File: src/rtl/mono_mode_ctrl.sv
//============================================================================
// mono_mode_ctrl : display-mode selector with vsync-aligned commit; the
// hotkey/lock/holdoff path is built only when MONO_HOTKEY_EN is defined.
// Revision 1.0
//============================================================================
`default_nettype none

module mono_mode_ctrl #(
  parameter bit         VSYNC_ACTIVE_LOW = 1'b1,
  parameter int         SYNC_STAGES      = 2,
  parameter logic [1:0] RESET_MODE       = 2'b00,
  parameter int         HOLDOFF_FRAMES   = 8
) (
  input  logic       clk,
  input  logic       rst_n,
  input  logic       io_we,
  input  logic [7:0] io_din,
  output logic [7:0] io_dout,
  input  logic       key_cycle,
  input  logic       vga_vsync,
  output logic [1:0] mode,
  output logic       pend_valid
);

  localparam logic VS_IDLE = VSYNC_ACTIVE_LOW ? 1'b1 : 1'b0;
  // Out-of-range stage counts are clamped to the legal 2..4 window.
  localparam int   NSYNC   = (SYNC_STAGES < 2) ? 2 :
                             (SYNC_STAGES > 4) ? 4 : SYNC_STAGES;

  logic [NSYNC-1:0] vs_sync;
  logic             vs_last;
  logic             fb_det;
  logic             fb;

  logic [1:0]       pend_mode;
  logic             lock;
  logic             holdoff_busy;
  logic             key_accept;
  logic [1:0]       key_target;
  logic             commit;

  // Synchroniser, edge detect, and a registered fb pulse (glitch-free commit).
  always_ff @(posedge clk or negedge rst_n) begin
    if (!rst_n) begin
      vs_sync <= {NSYNC{VS_IDLE}};
      vs_last <= VS_IDLE;
      fb      <= 1'b0;
    end else begin
      vs_sync <= {vs_sync[NSYNC-2:0], vga_vsync};
      vs_last <= vs_sync[NSYNC-1];
      fb      <= fb_det;
    end
  end

  assign fb_det = (vs_sync[NSYNC-1] != VS_IDLE) && (vs_last == VS_IDLE);
  assign commit = fb && pend_valid;

`ifdef MONO_HOTKEY_EN
  localparam logic [3:0] HOLD_LOAD = 4'(HOLDOFF_FRAMES);

  logic [3:0] hold_cnt;
  logic       pend_from_key;
  logic       unused_din;

  assign key_target   = (pend_valid ? pend_mode : mode) + 2'd1;
  assign key_accept   = key_cycle && !lock && (hold_cnt == 4'd0) && !io_we;
  assign holdoff_busy = (hold_cnt != 4'd0);
  assign unused_din   = ^io_din[6:2];

  always_ff @(posedge clk or negedge rst_n) begin
    if (!rst_n) begin
      lock          <= 1'b0;
      pend_from_key <= 1'b0;
      hold_cnt      <= 4'd0;
    end else begin
      if (io_we) begin
        lock <= io_din[7];
      end

      if (io_we) begin
        pend_from_key <= 1'b0;
      end else if (key_accept) begin
        pend_from_key <= 1'b1;
      end else if (commit) begin
        pend_from_key <= 1'b0;
      end

      // Holdoff only ages on boundaries that commit nothing.
      if (fb) begin
        if (pend_valid) begin
          if (pend_from_key) begin
            hold_cnt <= HOLD_LOAD;
          end
        end else if (hold_cnt != 4'd0) begin
          hold_cnt <= hold_cnt - 4'd1;
        end
      end
    end
  end
`else
  logic unused_inputs;

  assign key_target    = 2'b00;
  assign key_accept    = 1'b0;
  assign lock          = 1'b0;
  assign holdoff_busy  = 1'b0;
  assign unused_inputs = ^{key_cycle, io_din[7:2]};
`endif

  // A request in the fb cycle overwrites the pending slot after the commit
  // has consumed the pre-edge value, so pend_valid stays set.
  always_ff @(posedge clk or negedge rst_n) begin
    if (!rst_n) begin
      mode       <= RESET_MODE;
      pend_mode  <= 2'b00;
      pend_valid <= 1'b0;
    end else begin
      if (commit) begin
        mode <= pend_mode;
      end

      if (io_we) begin
        pend_mode  <= io_din[1:0];
        pend_valid <= 1'b1;
      end else if (key_accept) begin
        pend_mode  <= key_target;
        pend_valid <= 1'b1;
      end else if (fb) begin
        pend_valid <= 1'b0;
      end
    end
  end

  assign io_dout = {lock, 1'b0, holdoff_busy, pend_valid, pend_mode, mode};

endmodule

`default_nettype wire
File: config.mk
export PLATFORM = sky130hd
export DESIGN_NAME = mono_mode_ctrl
export DESIGN_NICKNAME = d
export VERILOG_FILES = /design/src/rtl/mono_mode_ctrl.sv
export SDC_FILE = /design/constraint.sdc
export NUM_CORES = 1
export LEC_CHECK = 0
export BUFFER_PORTS_ARGS = -buffer_cell sky130_fd_sc_hd__buf_2
export CAP_MARGIN = 20
export CORE_AREA = 4 4 41 43
export CTS_CLUSTER_DIAMETER = 200
export DETAILED_ROUTE_END_ITERATION = 10
export DIE_AREA = 0 0 45 47
export GPL_ROUTABILITY_DRIVEN = 1
export GPL_TIMING_DRIVEN = 0
export PLACE_DENSITY_LB_ADDON = 0.2
export SLEW_MARGIN = 10
export SYNTH_ARGS = -nofsm -noshare
export SYNTH_HDL_FRONTEND = slang
export SYNTH_SLANG_ARGS = --single-unit
File: constraint.sdc
create_clock -name clk -period 0.8 [get_ports clk]
set_input_delay 0.16 -clock clk [delete_from_list [all_inputs] [get_ports clk]]
set_output_delay 0.16 -clock clk [all_outputs]
set_load 0.005 [all_outputs]
== Word level (Yosys, flattened, before mapping) ==
Index checks and enable logic that the tools add are counted.
Word-level totals
  flip-flop bits (word level): 9
  latch bits: 0
  memory bits (writable): 0
  bits in read-only memories: 0
  input port bits: 13
  output and inout port bits: 11
  word-level logic and storage cells: 12
  memories kept: 0
Cells by class
  add/subtract/negate cells: 0
  multipliers: 0
  div/mod/pow operators: 0
  order comparisons: 0
  equal/unequal tests: 0
  shift-type cells: 0
  muxes and demuxes: 2
  bitwise operators: 1
  reduce and logical (&&, ||, !) cells: 3
Operators with widths (number)
  logical AND 1 bit: 2
  2-to-1 mux 1 bit: 2
  nonzero test 2 bit: 1
  inverter 1 bit: 1

== Longest topological paths before layout ==
  depth in word-level cells: 2
  gate-level depth with buffers: 2
  gate-level depth less buffers: 2

== Worst setup path after synthesis ==
Ideal clock, no wire load.
  path type: register to register
  from: register pend_valid
  to: register mode[0]
  library setup time: 0.125 ns
  data arrival time: 0.777 ns
  data required time: 0.675 ns
  path slack: -0.102 ns
  cell stages (with the launch flop): 3
  path buffers: 0
  period minus slack after synthesis: 0.902 ns
  cells stage by stage: dfrtp_1 > nand2_2 > mux2_4
On the way
  word-level cells in the longest chain between the ends: 1
Ends and longest elaborated chain
  start, declared: line 22  | output logic pend_valid
  start signal, assigned: line 116  | pend_valid <= 1'b0;
  start signal, assigned: line 124  | pend_valid <= 1'b1;
  start signal, assigned: line 127  | pend_valid <= 1'b1;
  logical AND 1 bit: line 56  | assign commit = fb && pend_valid;
  end signal, assigned: line 119  | mode <= pend_mode;
  end, declared: line 21  | output logic [1:0] mode,
No other way between the ends.
A chain may end at the register's enable or synchronous reset.

== Worst setup path in the final report ==
  from: register mode[0]
  to: output port mode[0]
No word-level cell between the ends.

==> key figures <==
Synthesis
  – Synth area leader: dfrtp_1
  – Mapped Cells: 24
  – Post-synth cell types: 10
  – Yosys top cell area share: 0.424
  – Synthesis-stage register bit count: 9
  – Register area share after synthesis: 0.647
  – Synthesized area: 354 um^2
  – Syn avg cell area: 14.8 um^2
  – Synth Warn #: 0
  – Synth top area cells: dfrtp_1, dfstp_2, buf_4

Route
  – First-pass DRT Iterations: 2
  – Detailed router's first-iteration violation count: 3
  – Final WL: 586 um
  – Wire per inst: 9.30 um
  – Vias: 236
  – Post-route ant nets: 0
  – Drc violations: 0
  – Vias/cell: 3.75

Place
  – Gpl congestion: 0.667
  – Cell Area, Placed: 445 um^2
  – Placed Instances: 54
  – Worst slack, placed: -0.133 ns
  – Port Buffers: 13

Setup path
  – Top delay family on crit path: flip-flops
  – Critical path's slowest cell: dfrtp_1
  – CP max stage delay: 0.40 ns
  – FF-to-FF Start: pend_valid
  – Nature of the critical path endpoint: output pin
  – Worst path most repeated cell: buf_6
  – CP bufs+invs: 2
  – CP Cell Sequence: buf_6, buf_6
  – Setup crit start: mode[0]
  – WP data required: 0.64 ns
  – Worst-path fanout max: 3
  – CP Launch Type: register
  – CP Class: reg -> out
  – CP Data Arrival Time: 0.87 ns

STA
  – Worst Skew: 0.00180 ns
  – Period utilisation layout: 1.29
  – Min Clock Period, post-route: 1.03 ns
  – Final Setup Violations: 13
  – WHS: 0.143 ns
  – Setup ws final: -0.235 ns
  – Fin. Hold Viols: 0
  – Slew Limit Fails: 0
  – Setup TNS Final: -1.94 ns
  – Fmax: 967 MHz
  – Unrepaired setup endpoints after global routing: yes

CTS
  – CTS Buf Count: 3
  – CTS tree: yes
  – H-tree depth: 1
  – Clk_lat worst skew: 0.25 ns
  – Clock-pin slew on the worst setup and hold paths: 0.06 ns
  – Clock Tree Root: clkbuf_4
  – Clock tree buffer depth: 2
  – CTS Sinks: 9

Final layout
  – # diodes: 0
  – Final Core Density: 0.428
  – Most common cell after layout, fill and taps aside: buf_2
  – Most frequent cells in the layout: buf_2, buf_6, dfrtp_1
  – Final Non-Filler Cells: 63
  – Share of layout cells above drive strength 1: 0.688
  – Final nets: 62
  – Fin area: 557 um^2
  – Fillers: 132
  – Layout Area Growth over Synthesis: 57.2%

Global routing
  – First-pass GRT wire length: 1040 um
  – Antenna violations before repair: 0
  – Grt ovf: 0
  – GRT Total Usage: 0.0794
  – Global Route met2 Usage: 0.121
  – Vias in the first global route: 237
  – Met1 Use GR: 0.0689
  – Largest net degree at the start of global routing: 10
  – Global-route met3 utilization: 0.0575
  – Busiest grt layer: met2

Pwr
  – LEAKAGE: 0.282 nW
  – Pwr/cell area: 2090 nW/um^2
  – Maximum vdd ir drop: 1.32 mV
  – Total power: 1.16 mW

Outcome
  – Failing checks: negative setup slack
  – Outcome: finished with violations

Floorplanning
  – Chip height: 47 um
  – Die area: 2120 um^2
  – Top-level I/O count: 24
  – DIE WIDTH: 45 um
  – Starting density of the core: 0.272
  – FP Rows: 13
  – Placeable core area: 1300 um^2

Worst hold path
  – Hold_sp: io_din[1]
  – Worst min path class: in -> reg

Job
  – Maxcap violations: 0
worst reg2reg max path, delay by kind of cell, from the launching register on:
family | cells | cell delay, ns
DFF | 1 | 0.40
buffers and inverters | 1 | 0.15
and+or+nand+nor | 1 | 0.06
muxes | 1 | 0.30
registers in the layout, summed over array words and instances, names as in the netlist:
name / cells
pend_valid: 1
pend_mode: 2
mode: 2
vs_sync: 2
fb: 1
vs_last: 1
final cells by class:
| class | instances | area (um^2) | area share |
|---|---|---|---|
| Sequential cell | 9 | 229 | 0.411 |
| Buffer | 6 | 56.3 | 0.101 |
| Timing Repair Buffer | 18 | 134 | 0.240 |
| Multi-Input combinational cell | 10 | 88.8 | 0.160 |
| Tap cell | 15 | 18.8 | 0.0337 |
| Inverter | 1 | 3.75 | 0.00674 |
| Clock buffer | 4 | 26.3 | 0.0472 |
cells by family after synthesis:
group / synth area share
other: 0.0106
and+or+nand+nor: 0.0354
buffers and inverters: 0.138
AOI/OAI and AO/OA: 0.0212
muxes: 0.148
DFF: 0.647
per-layer routing:
metal | part of all wire | vias up
met4 | 0.015 | 0
met2 | 0.52 | 10
li1 | - | 114
met1 | 0.37 | 110
met5 | 0 | -
met3 | 0.094 | 2
path summary, 6_finish.rpt:
path | to | cells past startpoint | slack, ns
max | mode[0] | 2 | -0.23
min | pend_mode[1] | 2 | 0.14
max reg2reg | mode[1] | 3 | -0.22
min reg2reg | vs_sync[1] | 0 | 0.36
max in group asynchronous | vs_sync[1] | 2 | 0.28
min in group asynchronous | pend_mode[0] | 2 | 0.28
synthesized netlist by cell type (all sizes together):
library cell	count
dfrtp	6
nand2	1
buf	6
mux2	4
dfstp	3
nor2b	1
conb	1
a21o	1
inv	1
report_power, final:
part / switching [mW] / internal (mW)
combinational: 0.0822 / 0.208
sequential: 0.0370 / 0.509
clock: 0.137 / 0.191
repair_timing:
action,in CTS,in global routing
endpoints found under the hold margin,10,0
hold buffers,2,0
setup endpoints to repair,10,13
resized for setup,6,3
buffers inserted,3,0
Note: power is estimated with default switching activity, not from simulation.
